**config.mk**
```make
export PLATFORM = sky130hd
export DESIGN_NAME = axi4l_master_port_flat
export DESIGN_NICKNAME = d
export VERILOG_FILES = /design/src/rtl/axi4l_master_port_if.sv /design/src/rtl/axi4l_master_port.sv /design/src/flat_wrapper.sv
export SDC_FILE = /design/constraint.sdc
export NUM_CORES = 1
export LEC_CHECK = 0
export ABC_AREA = 0
export ABC_CLOCK_PERIOD_IN_PS = 4200
export CAP_MARGIN = 40
export CELL_PAD_IN_SITES_DETAIL_PLACEMENT = 1
export CELL_PAD_IN_SITES_GLOBAL_PLACEMENT = 1
export CORE_MARGIN = 1.5
export CORE_UTILIZATION = 29
export CTS_BUF_LIST = sky130_fd_sc_hd__clkbuf_2
export CTS_CLUSTER_DIAMETER = 50
export DETAILED_ROUTE_END_ITERATION = 12
export GPL_TIMING_DRIVEN = 0
export MAX_ROUTING_LAYER = met4
export PLACE_DENSITY_LB_ADDON = 0.2
export SLEW_MARGIN = 0
export SYNTH_ARGS = -nofsm -noshare
export SYNTH_HDL_FRONTEND = slang
export SYNTH_SLANG_ARGS = --single-unit
```
**constraint.sdc**
```tcl
create_clock -name clk -period 4.2 [get_ports clk]
set_clock_uncertainty 0.2 [all_clocks]
set_input_delay 0.42 -clock clk [delete_from_list [all_inputs] [get_ports clk]]
set_output_delay 0.42 -clock clk [all_outputs]
set_load 0.005 [all_outputs]
```
**src/rtl/axi4l_master_port_if.sv**
```systemverilog
// AXI4-Lite bus bundle between a single master and a single slave.
// The master modport drives addresses, data and the valids/readies it owns.
interface axi4l_master_port_if #(
    parameter int AW = 32
);
    logic [AW-1:0] m_axi_awaddr;
    logic [2:0]    m_axi_awprot;
    logic          m_axi_awvalid;
    logic          m_axi_awready;

    logic [31:0]   m_axi_wdata;
    logic [3:0]    m_axi_wstrb;
    logic          m_axi_wvalid;
    logic          m_axi_wready;

    logic [1:0]    m_axi_bresp;
    logic          m_axi_bvalid;
    logic          m_axi_bready;

    logic [AW-1:0] m_axi_araddr;
    logic [2:0]    m_axi_arprot;
    logic          m_axi_arvalid;
    logic          m_axi_arready;

    logic [31:0]   m_axi_rdata;
    logic [1:0]    m_axi_rresp;
    logic          m_axi_rvalid;
    logic          m_axi_rready;

    modport master (
        output m_axi_awaddr, m_axi_awprot, m_axi_awvalid,
        input  m_axi_awready,
        output m_axi_wdata, m_axi_wstrb, m_axi_wvalid,
        input  m_axi_wready,
        input  m_axi_bresp, m_axi_bvalid,
        output m_axi_bready,
        output m_axi_araddr, m_axi_arprot, m_axi_arvalid,
        input  m_axi_arready,
        input  m_axi_rdata, m_axi_rresp, m_axi_rvalid,
        output m_axi_rready
    );

    modport slave (
        input  m_axi_awaddr, m_axi_awprot, m_axi_awvalid,
        output m_axi_awready,
        input  m_axi_wdata, m_axi_wstrb, m_axi_wvalid,
        output m_axi_wready,
        output m_axi_bresp, m_axi_bvalid,
        input  m_axi_bready,
        input  m_axi_araddr, m_axi_arprot, m_axi_arvalid,
        output m_axi_arready,
        output m_axi_rdata, m_axi_rresp, m_axi_rvalid,
        input  m_axi_rready
    );
endinterface

```
**src/rtl/axi4l_master_port.sv**
```systemverilog
// Single-outstanding AXI4-Lite master: turns one cmd handshake into one AXI
// write or read and returns the result on a held rsp handshake.
module axi4l_master_port #(
    parameter int         AW   = 32,
    parameter logic [2:0] PROT = 3'b000
) (
    input  logic          clk,
    input  logic          rst,

    input  logic          cmd_valid,
    output logic          cmd_ready,
    input  logic          cmd_wr,
    input  logic [AW-1:0] cmd_addr,
    input  logic [31:0]   cmd_wdata,
    input  logic [3:0]    cmd_wstrb,

    output logic          rsp_valid,
    input  logic          rsp_ready,
    output logic          rsp_wr,
    output logic [31:0]   rsp_rdata,
    output logic [1:0]    rsp_resp,

    axi4l_master_port_if.master bus
);

    typedef enum logic [2:0] {
        IDLE,
        WADDR_DATA,
        WRESP,
        RADDR,
        RDATA,
        RSP
    } state_t;

    state_t        state_q, state_d;
    logic [AW-1:0] addr_q, addr_d;
    logic [31:0]   wdata_q, wdata_d;
    logic [3:0]    wstrb_q, wstrb_d;
    logic          awvalid_q, awvalid_d;
    logic          wvalid_q, wvalid_d;
    logic          aw_done_q, aw_done_d;
    logic          w_done_q, w_done_d;
    logic          bready_q, bready_d;
    logic          arvalid_q, arvalid_d;
    logic          rready_q, rready_d;
    logic          rsp_valid_q, rsp_valid_d;
    logic          rsp_wr_q, rsp_wr_d;
    logic [31:0]   rsp_rdata_q, rsp_rdata_d;
    logic [1:0]    rsp_resp_q, rsp_resp_d;

    // NOTE: state updates use non-blocking assignments; reset is synchronous, so it is just the first branch of the clocked block.
    always_ff @(posedge clk) begin
        if (rst) begin
            state_q     <= IDLE;
            addr_q      <= '0;
            wdata_q     <= '0;
            wstrb_q     <= '0;
            awvalid_q   <= 1'b0;
            wvalid_q    <= 1'b0;
            aw_done_q   <= 1'b0;
            w_done_q    <= 1'b0;
            bready_q    <= 1'b0;
            arvalid_q   <= 1'b0;
            rready_q    <= 1'b0;
            rsp_valid_q <= 1'b0;
            rsp_wr_q    <= 1'b0;
            rsp_rdata_q <= '0;
            rsp_resp_q  <= '0;
        end else begin
            state_q     <= state_d;
            addr_q      <= addr_d;
            wdata_q     <= wdata_d;
            wstrb_q     <= wstrb_d;
            awvalid_q   <= awvalid_d;
            wvalid_q    <= wvalid_d;
            aw_done_q   <= aw_done_d;
            w_done_q    <= w_done_d;
            bready_q    <= bready_d;
            arvalid_q   <= arvalid_d;
            rready_q    <= rready_d;
            rsp_valid_q <= rsp_valid_d;
            rsp_wr_q    <= rsp_wr_d;
            rsp_rdata_q <= rsp_rdata_d;
            rsp_resp_q  <= rsp_resp_d;
        end
    end

    // NOTE: every variable gets its hold value first, so no path through the case can infer a latch.
    always_comb begin
        state_d     = state_q;
        addr_d      = addr_q;
        wdata_d     = wdata_q;
        wstrb_d     = wstrb_q;
        awvalid_d   = awvalid_q;
        wvalid_d    = wvalid_q;
        aw_done_d   = aw_done_q;
        w_done_d    = w_done_q;
        bready_d    = bready_q;
        arvalid_d   = arvalid_q;
        rready_d    = rready_q;
        rsp_valid_d = rsp_valid_q;
        rsp_wr_d    = rsp_wr_q;
        rsp_rdata_d = rsp_rdata_q;
        rsp_resp_d  = rsp_resp_q;

        unique case (state_q)
            IDLE: begin
                if (cmd_valid) begin
                    addr_d  = cmd_addr;
                    wdata_d = cmd_wdata;
                    wstrb_d = cmd_wstrb;
                    if (cmd_wr) begin
                        state_d   = WADDR_DATA;
                        awvalid_d = 1'b1;
                        wvalid_d  = 1'b1;
                        aw_done_d = 1'b0;
                        w_done_d  = 1'b0;
                    end else begin
                        state_d   = RADDR;
                        arvalid_d = 1'b1;
                    end
                end
            end
            WADDR_DATA: begin
                // AW and W complete independently, in either order or together.
                if (awvalid_q && bus.m_axi_awready) begin
                    awvalid_d = 1'b0;
                    aw_done_d = 1'b1;
                end
                if (wvalid_q && bus.m_axi_wready) begin
                    wvalid_d = 1'b0;
                    w_done_d = 1'b1;
                end
                if (aw_done_d && w_done_d) begin
                    state_d  = WRESP;
                    bready_d = 1'b1;
                end
            end
            WRESP: begin
                if (bus.m_axi_bvalid) begin
                    bready_d    = 1'b0;
                    rsp_resp_d  = bus.m_axi_bresp;
                    rsp_rdata_d = '0;
                    rsp_wr_d    = 1'b1;
                    rsp_valid_d = 1'b1;
                    state_d     = RSP;
                end
            end
            RADDR: begin
                if (bus.m_axi_arready) begin
                    arvalid_d = 1'b0;
                    rready_d  = 1'b1;
                    state_d   = RDATA;
                end
            end
            RDATA: begin
                if (bus.m_axi_rvalid) begin
                    rready_d    = 1'b0;
                    rsp_rdata_d = bus.m_axi_rdata;
                    rsp_resp_d  = bus.m_axi_rresp;
                    rsp_wr_d    = 1'b0;
                    rsp_valid_d = 1'b1;
                    state_d     = RSP;
                end
            end
            RSP: begin
                if (rsp_ready) begin
                    rsp_valid_d = 1'b0;
                    state_d     = IDLE;
                end
            end
            default: state_d = IDLE;
        endcase
    end

    assign cmd_ready = (state_q == IDLE);

    assign bus.m_axi_awaddr  = addr_q;
    assign bus.m_axi_awprot  = PROT;
    assign bus.m_axi_awvalid = awvalid_q;
    assign bus.m_axi_wdata   = wdata_q;
    assign bus.m_axi_wstrb   = wstrb_q;
    assign bus.m_axi_wvalid  = wvalid_q;
    assign bus.m_axi_bready  = bready_q;
    assign bus.m_axi_araddr  = addr_q;
    assign bus.m_axi_arprot  = PROT;
    assign bus.m_axi_arvalid = arvalid_q;
    assign bus.m_axi_rready  = rready_q;

    assign rsp_valid = rsp_valid_q;
    assign rsp_wr    = rsp_wr_q;
    assign rsp_rdata = rsp_rdata_q;
    assign rsp_resp  = rsp_resp_q;

endmodule

```
**src/flat_wrapper.sv**
```systemverilog
// flat-port wrapper written by rule: the top's interface ports become plain ports
module axi4l_master_port_flat 
#(
    parameter int         AW   = 32,
    parameter logic [2:0] PROT = 3'b000
)
  (clk, rst, cmd_valid, cmd_ready, cmd_wr, cmd_addr, cmd_wdata, cmd_wstrb, rsp_valid, rsp_ready, rsp_wr, rsp_rdata, rsp_resp, bus_m_axi_awaddr, bus_m_axi_awprot, bus_m_axi_awvalid, bus_m_axi_awready, bus_m_axi_wdata, bus_m_axi_wstrb, bus_m_axi_wvalid, bus_m_axi_wready, bus_m_axi_bresp, bus_m_axi_bvalid, bus_m_axi_bready, bus_m_axi_araddr, bus_m_axi_arprot, bus_m_axi_arvalid, bus_m_axi_arready, bus_m_axi_rdata, bus_m_axi_rresp, bus_m_axi_rvalid, bus_m_axi_rready);
  axi4l_master_port_if #(.AW(AW)) bus_i ();
  input  logic clk;
  input  logic rst;
  input  logic cmd_valid;
  output logic cmd_ready;
  input  logic cmd_wr;
  input  logic [AW-1:0] cmd_addr;
  input  logic [31:0] cmd_wdata;
  input  logic [3:0] cmd_wstrb;
  output logic rsp_valid;
  input  logic rsp_ready;
  output logic rsp_wr;
  output logic [31:0] rsp_rdata;
  output logic [1:0] rsp_resp;
  output wire logic [$bits(bus_i.m_axi_awaddr)-1:0] bus_m_axi_awaddr;
  output wire logic [$bits(bus_i.m_axi_awprot)-1:0] bus_m_axi_awprot;
  output wire logic [$bits(bus_i.m_axi_awvalid)-1:0] bus_m_axi_awvalid;
  input wire logic [$bits(bus_i.m_axi_awready)-1:0] bus_m_axi_awready;
  output wire logic [$bits(bus_i.m_axi_wdata)-1:0] bus_m_axi_wdata;
  output wire logic [$bits(bus_i.m_axi_wstrb)-1:0] bus_m_axi_wstrb;
  output wire logic [$bits(bus_i.m_axi_wvalid)-1:0] bus_m_axi_wvalid;
  input wire logic [$bits(bus_i.m_axi_wready)-1:0] bus_m_axi_wready;
  input wire logic [$bits(bus_i.m_axi_bresp)-1:0] bus_m_axi_bresp;
  input wire logic [$bits(bus_i.m_axi_bvalid)-1:0] bus_m_axi_bvalid;
  output wire logic [$bits(bus_i.m_axi_bready)-1:0] bus_m_axi_bready;
  output wire logic [$bits(bus_i.m_axi_araddr)-1:0] bus_m_axi_araddr;
  output wire logic [$bits(bus_i.m_axi_arprot)-1:0] bus_m_axi_arprot;
  output wire logic [$bits(bus_i.m_axi_arvalid)-1:0] bus_m_axi_arvalid;
  input wire logic [$bits(bus_i.m_axi_arready)-1:0] bus_m_axi_arready;
  input wire logic [$bits(bus_i.m_axi_rdata)-1:0] bus_m_axi_rdata;
  input wire logic [$bits(bus_i.m_axi_rresp)-1:0] bus_m_axi_rresp;
  input wire logic [$bits(bus_i.m_axi_rvalid)-1:0] bus_m_axi_rvalid;
  output wire logic [$bits(bus_i.m_axi_rready)-1:0] bus_m_axi_rready;
  assign bus_m_axi_awaddr = bus_i.m_axi_awaddr;
  assign bus_m_axi_awprot = bus_i.m_axi_awprot;
  assign bus_m_axi_awvalid = bus_i.m_axi_awvalid;
  assign bus_i.m_axi_awready = bus_m_axi_awready;
  assign bus_m_axi_wdata = bus_i.m_axi_wdata;
  assign bus_m_axi_wstrb = bus_i.m_axi_wstrb;
  assign bus_m_axi_wvalid = bus_i.m_axi_wvalid;
  assign bus_i.m_axi_wready = bus_m_axi_wready;
  assign bus_i.m_axi_bresp = bus_m_axi_bresp;
  assign bus_i.m_axi_bvalid = bus_m_axi_bvalid;
  assign bus_m_axi_bready = bus_i.m_axi_bready;
  assign bus_m_axi_araddr = bus_i.m_axi_araddr;
  assign bus_m_axi_arprot = bus_i.m_axi_arprot;
  assign bus_m_axi_arvalid = bus_i.m_axi_arvalid;
  assign bus_i.m_axi_arready = bus_m_axi_arready;
  assign bus_i.m_axi_rdata = bus_m_axi_rdata;
  assign bus_i.m_axi_rresp = bus_m_axi_rresp;
  assign bus_i.m_axi_rvalid = bus_m_axi_rvalid;
  assign bus_m_axi_rready = bus_i.m_axi_rready;
  axi4l_master_port #(.AW(AW), .PROT(PROT)) u_core (.clk(clk), .rst(rst), .cmd_valid(cmd_valid), .cmd_ready(cmd_ready), .cmd_wr(cmd_wr), .cmd_addr(cmd_addr), .cmd_wdata(cmd_wdata), .cmd_wstrb(cmd_wstrb), .rsp_valid(rsp_valid), .rsp_ready(rsp_ready), .rsp_wr(rsp_wr), .rsp_rdata(rsp_rdata), .rsp_resp(rsp_resp), .bus(bus_i));
endmodule
```
=== Word level (Yosys, flattened, before mapping) ===
Index checks and enable logic that the tools add are counted.

* Register bits: 114
* Bits in latches: 0
* Bits in writable memories: 0
* Memory bits (read-only): 0
* Bits of input ports: 114
* Output and inout bits: 148
* Logic and storage cells: 93
* Memories kept: 0

* Add/subtract/negate cells: 0
* Multiply operators: 0
* Div/mod/pow operators: 0
* $lt $le $gt $ge: 0
* Eq/ne operators: 15
* Shift operators: 0
* Mux-type cells: 43
* Bitwise logic cells: 0
* Reductions and logical operators: 20

{| class="wikitable"
|+ Operators by type and width
! kind !! number
|-
| 2-to-1 mux 32 bit || 2
|-
| case mux 32 bit (2 select lines) || 1
|-
| 2-to-1 mux 1 bit || 20
|-
| 2-to-1 mux 3 bit || 6
|-
| case mux 3 bit (6 select lines) || 1
|-
| case mux 1 bit (2 select lines) || 8
|-
| AND reduction 4 bit || 4
|-
| != test 2 bit, second input constant || 6
|-
| AND reduction 3 bit || 4
|-
| nonzero test 2 bit || 5
|-
| != test 2 x 1 -> 1 bit, second input constant || 4
|-
| == test 3 x 2 -> 1 bit, second input constant || 2
|-
| == test 3 bit, second input constant || 2
|-
| 2-to-1 mux 2 bit || 3
|-
| AND reduction 6 bit || 1
|-
| case mux 2 bit (2 select lines) || 1
|-
| == test 3 x 1 -> 1 bit, second input constant || 1
|-
| logical AND 1 bit || 3
|-
| zero test 3 bit || 1
|-
| case mux 1 bit (3 select lines) || 1
|-
| nonzero test 3 bit || 1
|-
| AND reduction 2 bit || 1
|}

=== Logic depth before layout (Yosys ltp) ===
* Word-level depth: 6
* Depth in mapped cells: 7
* Mapped depth without buffers: 4

=== Least setup slack after synthesis ===
Ideal clock, no wire load.

* Path type: reg-to-reg
* From: register u_core.state_q[1]
* To: register u_core.rsp_rdata_q[0] (netlist: u_core.rsp_rdata[0])
* Setup time: 128 ps
* Arrival time: 1277 ps
* Required time: 3872 ps
* Path slack: 2596 ps
* Cell stages (with the launch flop): 8
* Buffers on the path: 3
* Clock period less this slack: 1604 ps
* Cell sequence: dfxtp_1 buf_2 nor4bb_1 buf_4 a21oi_4 buf_6 a22oi_1 nor2_1

* Cells in the longest elaborated chain, start to end: 3
* Elaborated cells on any way between the ends: 7
* Those cells by class: eq/ne (4); mux (1); reduce/logical (2)

{| class="wikitable"
|+ RTL lines
! element !! RTL line !! source
|-
| start: declaration || axi4l_master_port.sv:35 || <nowiki>state_t state_q, state_d;</nowiki>
|-
| start signal: assignment || axi4l_master_port.sv:70 || <nowiki>state_q <= state_d;</nowiki>
|-
| == test 3 bit / == test 3 x 2 -> 1 bit (equally long branches) || axi4l_master_port.sv:106 || <nowiki>unique case (state_q)</nowiki>
|-
| != test 2 bit (no source line) / nonzero test 2 bit (equally long branches) || - ||
|-
| AND reduction 3 bit (no source line) || - ||
|-
| end signal: assignment || axi4l_master_port.sv:83 || <nowiki>rsp_rdata_q <= rsp_rdata_d;</nowiki>
|-
| end: declaration || axi4l_master_port.sv:48 || <nowiki>logic [31:0] rsp_rdata_q, rsp_rdata_d;</nowiki>
|}

Parallel ways exist; a longest one is shown, timed or not.
A chain may end at the register's enable or synchronous reset.

=== Final worst setup path ===
* From: register u_core.state_q[1]
* To: output port cmd_ready

* Cells in the longest elaborated chain, start to end: 1

{| class="wikitable"
|+ RTL lines
! element !! RTL line !! source
|-
| zero test 3 bit || axi4l_master_port.sv:176 || <nowiki>assign cmd_ready = (state_q == IDLE);</nowiki>
|-
| end: declaration || flat_wrapper.sv:12 || <nowiki>output logic cmd_ready;</nowiki>
|}

Every way passes these cells.

==> results.py <==
metrics = {
    "cts": {
        "root_buffer": "clkbuf_2",
        "clk_pin_slew_ps": 170,
        "clock-sinks": 114,
        "cts_tree": "yes",
        "cts-resized-gates": 0,
        "worstSkewPairLatency_ps": 670,
        "clockBufferDepth": 2,
        "cts_max_level": 4,
        "cts-buffers-inserted": 17,
    },
    "placed_design": {
        "place_inst": 967,
        "place_area_mm2": 0.00728,
        "dp_hpwl_um": 12300,
        "port_buffers": 254,
        "dp_slack_ps": 1940,
        "gp_congestion": 0.747,
    },
    "synthesis": {
        "synth_xor_xnor_area_share_pct": 0,
        "synth_fa_ha_area_share_pct": 0,
        "synth-compound-area-share_pct": 19.4,
        "synth_area_leaders": "dfxtp_1, nand2_1, a21oi_1, buf_4, a22oi_2",
        "syn_area_mm2": 0.00449,
        "muxShareOfSynthArea_pct": 0.446,
        "synth_top_family_by_area": "compound AO/OA/AOI/OAI gates",
        "synth-seq-cells": 114,
        "yosysUniqueCellTypes": 37,
        "ys_warn_count": 0,
        "yosysTopAreaCellShare_pct": 50.9,
        "synth.avg_cell_area_um2": 8.63,
        "synth-seq-area-share_pct": 50.9,
        "yosys.area_share.simple_pct": 17.9,
        "netlist_instances": 520,
        "yosys.area.top_type": "dfxtp_1",
    },
    "global_routing": {
        "antenna_found_initial": 0,
        "grt_pass1_wl_um": 25100,
        "grt_max_degree": 17,
        "grt-ovfl-total": 0,
        "grtUsageTotal_pct": 20.6,
        "grt_pass1_vias": 4934,
    },
    "drt": {
        "drc": 0,
        "postRouteAntennaNets": 0,
        "wl_per_cell_um": 15.9,
        "drt_iter0_markers": 175,
        "routed_wl_um": 16000,
        "num_vias": 4624,
        "routed_via_density": 4.59,
        "first_pass_iters": 4,
    },
    "critical_path": {
        "required_ps": 3580,
        "reg2reg_depth": 7,
        "cp-start-kind": "flop",
        "reg2reg_slack_ps": 2320,
        "crit_path_end_kind": "output pin",
        "timing.setup.critical_path_class": "reg -> out",
        "max_stage_delay_ps": 580,
        "cp_num_buf_inv": 2,
        "worstPathMaxFanout": 10,
        "crit_family": "buffers and inverters",
        "crit_chain": "buf_2 > nor3_4 > clkdlybuf4s50_1",
        "worst_path_max_delay_cell": "clkdlybuf4s50_1",
        "r2r_end": "u_core.bus.m_axi_araddr[29]$_SDFFE_PP0P_",
        "reg2reg_from": "u_core.state_q[1]$_SDFFE_PP0P_",
        "worstPathArrival_ps": 1970,
    },
    "layout": {
        "nets": 922,
        "fin_area_mm2": 0.00753,
        "antenna_cells": 0,
        "drive_above_1_share_pct": 12.9,
        "area_growth_pct": 67.9,
        "fin_cells": 1008,
    },
    "power": {
        "ir_worst_vdd_v": 0.000176,
        "cellPowerDensity_mw_per_mm2": 461,
        "power_leakage_nw": 2.81,
    },
    "worst_hold_path": {
        "min_path_type": "in -> reg",
        "hold_depth": 3,
        "holdCritStartpoint": "cmd_wstrb[0]",
        "hold_end": "u_core.bus.m_axi_wstrb[0]$_SDFFE_PP0P_",
    },
    "die": {
        "die_h_um": 127,
        "core_mm2": 0.0151,
        "io_pins": 262,
        "die_area_mm2": 0.0162,
        "fp-row-count": 45,
        "dieWidth_um": 127,
        "start_util_pct": 29.6,
    },
    "timing": {
        "max_clock_freq_ghz": 0.387,
        "setup_ws_ps": 1610,
        "rsz0062_at_grt": "no",
        "relSlewSlack_pct": 53.8,
        "hold_violations": 0,
        "drv_slew": 0,
        "finalCriticalPeriod_ps": 2590,
        "setup_violations": 0,
        "period_share_pct": 61.5,
        "setup-tns-final_ps": 0,
        "worstMarginPinSlew_ps": 693,
    },
    "flow_run": {
        "drv_cap": 0,
    },
    "outcome": {
        "status": "finished clean",
    },
}
## layout by cell type (no fill, tap or decap), types with 2 or more instances in the layout
cell type / count
a211oi_1: 4
a21oi_1: 74
a22oi_1: 16
a22oi_2: 18
a41oi_1: 2
and2_1: 2
buf_2: 8
buf_4: 48
buf_6: 3
clkbuf_1: 17
clkbuf_2: 20
clkdlybuf4s50_1: 254
clkinv_1: 6
clkinv_2: 5
conb_1: 6
dfxtp_1: 114
dlygate4sd3_1: 10
inv_1: 2
mux2i_1: 2
nand2_1: 141
nand3_1: 2
nor2_1: 42
nor2b_1: 2
nor3_1: 3
o21ai_0: 2
## through the flow
stage	hold WS [ps]	util (%)	total power [mW]
finish	78.2	49.7	3.47
global route	13.7	49.7	3.73
CTS	1.65	49.7	3.53
detailed placement	251	48.1	2.96
global placement	242	48.1	2.90
floorplan	253	-	2.14
## state kept, by name, summed over array words and instances, names as in the netlist
register                  cells
u_core.bus.m_axi_araddr      32
u_core.bus.m_axi_wdata       32
u_core.rsp_rdata             32
u_core.bus.m_axi_wstrb        4
u_core.state_q                3
u_core.rsp_resp               2
u_core.aw_done_q              1
u_core.bus.m_axi_arvalid      1
u_core.bus.m_axi_awvalid      1
u_core.bus.m_axi_bready       1
u_core.bus.m_axi_rready       1
u_core.bus.m_axi_wvalid       1
u_core.rsp_valid              1
u_core.rsp_wr                 1
u_core.w_done_q               1
## cell type report
class                           instances  area, µm²
Sequential cell                       114       2280
Tap cell                              188        235
Inverter                                2       7.51
Fill cell                            1788       7620
Multi-Input combinational cell        333       1720
Clock buffer                           20        100
Buffer                                 76        498
Timing Repair Buffer                  264       2640
Clock inverter                         11       47.5
## synth_stat cells
library cell	n
buf_4	48
dfxtp_1	114
a21oi_4	1
and2_1	2
o21ai_0	2
a211oi_1	4
nor2_1	42
and2b_1	1
mux2i_1	2
nor3_4	1
a31oi_1	1
a311oi_2	1
or3_1	1
nor4bb_1	1
and3_1	1
a311oi_1	1
inv_1	2
clkbuf_1	17
nor2b_1	2
conb_1	1
a21oi_1	74
nand2b_1	1
nand3b_1	1
a22oi_1	16
nand3_1	2
nor3_1	3
o32ai_1	1
a21o_4	1
a41oi_1	2
nand2_1	141
a32oi_1	1
a211o_1	1
buf_2	8
buf_6	3
a2111oi_0	1
a22oi_2	18
or4_1	1
## timing repair
action                    4_1_cts  5_1_grt
hold buffers                   10        0
hold endpoints to repair       10        0
setup buffers                   0        0
## cell families after synthesis
kind of cell    Yosys count
compound gates          125
flops                   114
simple gates            200
other cells               1
mux                       2
buf+inv                  78
## worst max path at each step
stage                              startpoint                                       end  slack (ps)  cells past startpoint
5_1_grt        u_core.state_q[1]$_SDFFE_PP0P_                                 cmd_ready        1450                      3
6_report       u_core.state_q[1]$_SDFFE_PP0P_                                 cmd_ready        1610                      3
3_5_place_dp                              rst  u_core.bus.m_axi_araddr[26]$_SDFFE_PP0P_        1940                      4
2_1_floorplan  u_core.state_q[1]$_SDFFE_PP0P_          u_core.rsp_rdata[0]$_SDFFE_PP0P_        2600                      7
3_3_place_gp                              rst         u_core.rsp_rdata[22]$_SDFFE_PP0P_        2000                      4
4_1_cts        u_core.state_q[2]$_SDFFE_PP0P_                                 cmd_ready        1510                      3
## layer usage
metal / global-route usage [%] / vias to the layer above / routed length [µm]
met5: - / - / 0
met4: 8.16 / 0 / 349
met3: 6.87 / 30 / 1230
met2: 35.5 / 198 / 7850
met1: 21.7 / 2130 / 6550
li1: - / 2266 / -
## where the power goes
group / leakage (nW) / internal (mW) / switching [mW] / total, mW
Sequential: 0.929 / 1.27 / 0.130 / 1.40
Combinational: 1.77 / 0.841 / 0.683 / 1.52
Clock: 0.112 / 0.141 / 0.406 / 0.546
Total: 2.81 / 2.25 / 1.22 / 3.47
## worst register-to-register path, stage by stage, from the launching register on
cell and delay, ps:
dfxtp_1 340, buf_2 210, nor3_4 70, nand2_1 200, buf_2 280, buf_2 270
nand2_1 80, a21oi_1 150
No activity file was read; power rests on OpenSTA's default activity.
==> variant: new RTL, same settings <==
`AW` is set to 32 in 3 places; all go to 64.
--- a/src/rtl/axi4l_master_port_if.sv
+++ b/src/rtl/axi4l_master_port_if.sv
@@ -1,7 +1,7 @@
 // AXI4-Lite bus bundle between a single master and a single slave.
 // The master modport drives addresses, data and the valids/readies it owns.
 interface axi4l_master_port_if #(
-    parameter int AW = 32
+    parameter int AW = 64
 );
     logic [AW-1:0] m_axi_awaddr;
     logic [2:0]    m_axi_awprot;
--- a/src/rtl/axi4l_master_port.sv
+++ b/src/rtl/axi4l_master_port.sv
@@ -1,7 +1,7 @@
 // Single-outstanding AXI4-Lite master: turns one cmd handshake into one AXI
 // write or read and returns the result on a held rsp handshake.
 module axi4l_master_port #(
-    parameter int         AW   = 32,
+    parameter int         AW   = 64,
     parameter logic [2:0] PROT = 3'b000
 ) (
     input  logic          clk,
--- a/src/flat_wrapper.sv
+++ b/src/flat_wrapper.sv
@@ -1,7 +1,7 @@
 // flat-port wrapper written by rule: the top's interface ports become plain ports
 module axi4l_master_port_flat 
 #(
-    parameter int         AW   = 32,
+    parameter int         AW   = 64,
     parameter logic [2:0] PROT = 3'b000
 )
   (clk, rst, cmd_valid, cmd_ready, cmd_wr, cmd_addr, cmd_wdata, cmd_wstrb, rsp_valid, rsp_ready, rsp_wr, rsp_rdata, rsp_resp, bus_m_axi_awaddr, bus_m_axi_awprot, bus_m_axi_awvalid, bus_m_axi_awready, bus_m_axi_wdata, bus_m_axi_wstrb, bus_m_axi_wvalid, bus_m_axi_wready, bus_m_axi_bresp, bus_m_axi_bvalid, bus_m_axi_bready, bus_m_axi_araddr, bus_m_axi_arprot, bus_m_axi_arvalid, bus_m_axi_arready, bus_m_axi_rdata, bus_m_axi_rresp, bus_m_axi_rvalid, bus_m_axi_rready);
Interface: changed (resized bus_m_axi_araddr, bus_m_axi_awaddr and cmd_addr); port bits go from 262 to 358. The function was not compared with the original's and may differ.
==> variant against the original RTL <==
Cell count increased by 43%; design area increased by 44%; first-iteration DRC count increased by 18%; area after synthesis increased by 28%; worst setup slack got worse by 0.012 ns; sequential power increased by 31%; sequential cell count increased by 32; synthesized cell count increased by 33%; largest cell class unchanged; routed wire length increased by 54%; non-clock buffer count increased by 225; clock power increased by 83%; total power increased by 46%; highest routed layer unchanged.
==> variant: results <==
set metrics [dict create \
    insertion_delay_ns 0.73 \
    hp-start "cmd_wdata[14]" \
    synth-compound-area-share_pct 16.2 \
    antenna_found_initial 1 \
    drive_gt1_share_pct 11.0 \
    rr_worst_depth 6 \
    nNetsFinal 1307 \
    netlist-cell-type-count 36 \
    dp_slack_ns 1.78 \
    hpwl_um 16700 \
    final_cells 1439 \
    grt_pass1_wl_um 37100 \
    p_seq_share_pct 36.3 \
    peakVddDrop_v 0.000190 \
    clkPwrFrac_pct 19.8 \
    buffers 565 \
    synthTopCellsByCount "205 x nand2_1, 146 x dfxtp_1, 106 x a21oi_1" \
    path_clk_slew_ns 0.20 \
    min_to "u_core.bus.m_axi_wdata[14]" \
    status "finished clean" \
    r2r-end "u_core.bus.m_axi_araddr[60]" \
    synth_top_family_by_area "simple AND/OR/NAND/NOR gates" \
    drtIter0Drc 206 \
    port_buffers 351 \
    worst_pin_slew_ns 0.576 \
    multiInputGateArea_mm2 0.00201 \
    gp_congestion 0.782 \
    ys_ff_latch 146 \
    muxShareOfSynthArea_pct 0.350 \
    nMultiInputCombCells 429 \
    clock_area_share_pct 2.76 \
    vias 6543 \
    worst-r2r-setup-slack_ns 2.23 \
    wl_per_cell_um 17.2 \
    synth.area.top_cells "dfxtp_1 51%, nand2_1 13%, buf_4 9.3%" \
    ys_seq_area_share_pct 51.1 \
    p_int_mw 3.33 \
    hp-class "in -> reg" \
    avgSynthCellArea_um2 8.28 \
    nFillCells 2295 \
    max_stage_delay_ns 0.56 \
    nonClkBufAreaFrac_pct 48.6 \
    hold_buffers 95 \
    seq_share_pct 27.0 \
    synth-xor-area-share_pct 0 \
    n_antenna_cell 1 \
    grt_pass1_vias 6994 \
    p_leak_nw 4.13 \
    worstReg2RegStart "u_core.state_q[0]" \
    grt_usage_pct 24.1 \
    clock_buffers 18 \
]
variant: stage by stage:
step / util [%] / power [mW] / instance area [µm²]
final: 55.9 / 5.05 / 10800
after global routing: 55.9 / 5.36 / 10800
after CTS: 55.9 / 5.05 / 10800
after detailed placement: 49.4 / 3.96 / 9590
after global placement: 49.4 / 3.92 / 9590
after floorplan: - / 2.80 / 5740
variant: metal layers:
layer | GRT usage [%] | up-vias | share of wire, %
met5 | - | - | 0
met4 | 9.67 | 0 | 2.9
met3 | 7.23 | 58 | 6.9
met2 | 42.9 | 260 | 52
met1 | 24.8 | 3082 | 38
li1 | - | 3143 | -
variant: worst max-delay path by stage:
stage / endpoint / slack [ns] / cells after the start
3_5_place_dp: u_core.rsp_rdata[30] / 1.78 / 4
5_1_grt: cmd_ready / 1.49 / 3
4_1_cts: cmd_ready / 1.55 / 3
6_report: cmd_ready / 1.60 / 3
2_1_floorplan: u_core.rsp_rdata[0] / 2.60 / 7
3_3_place_gp: u_core.bus.m_axi_bready / 1.82 / 4
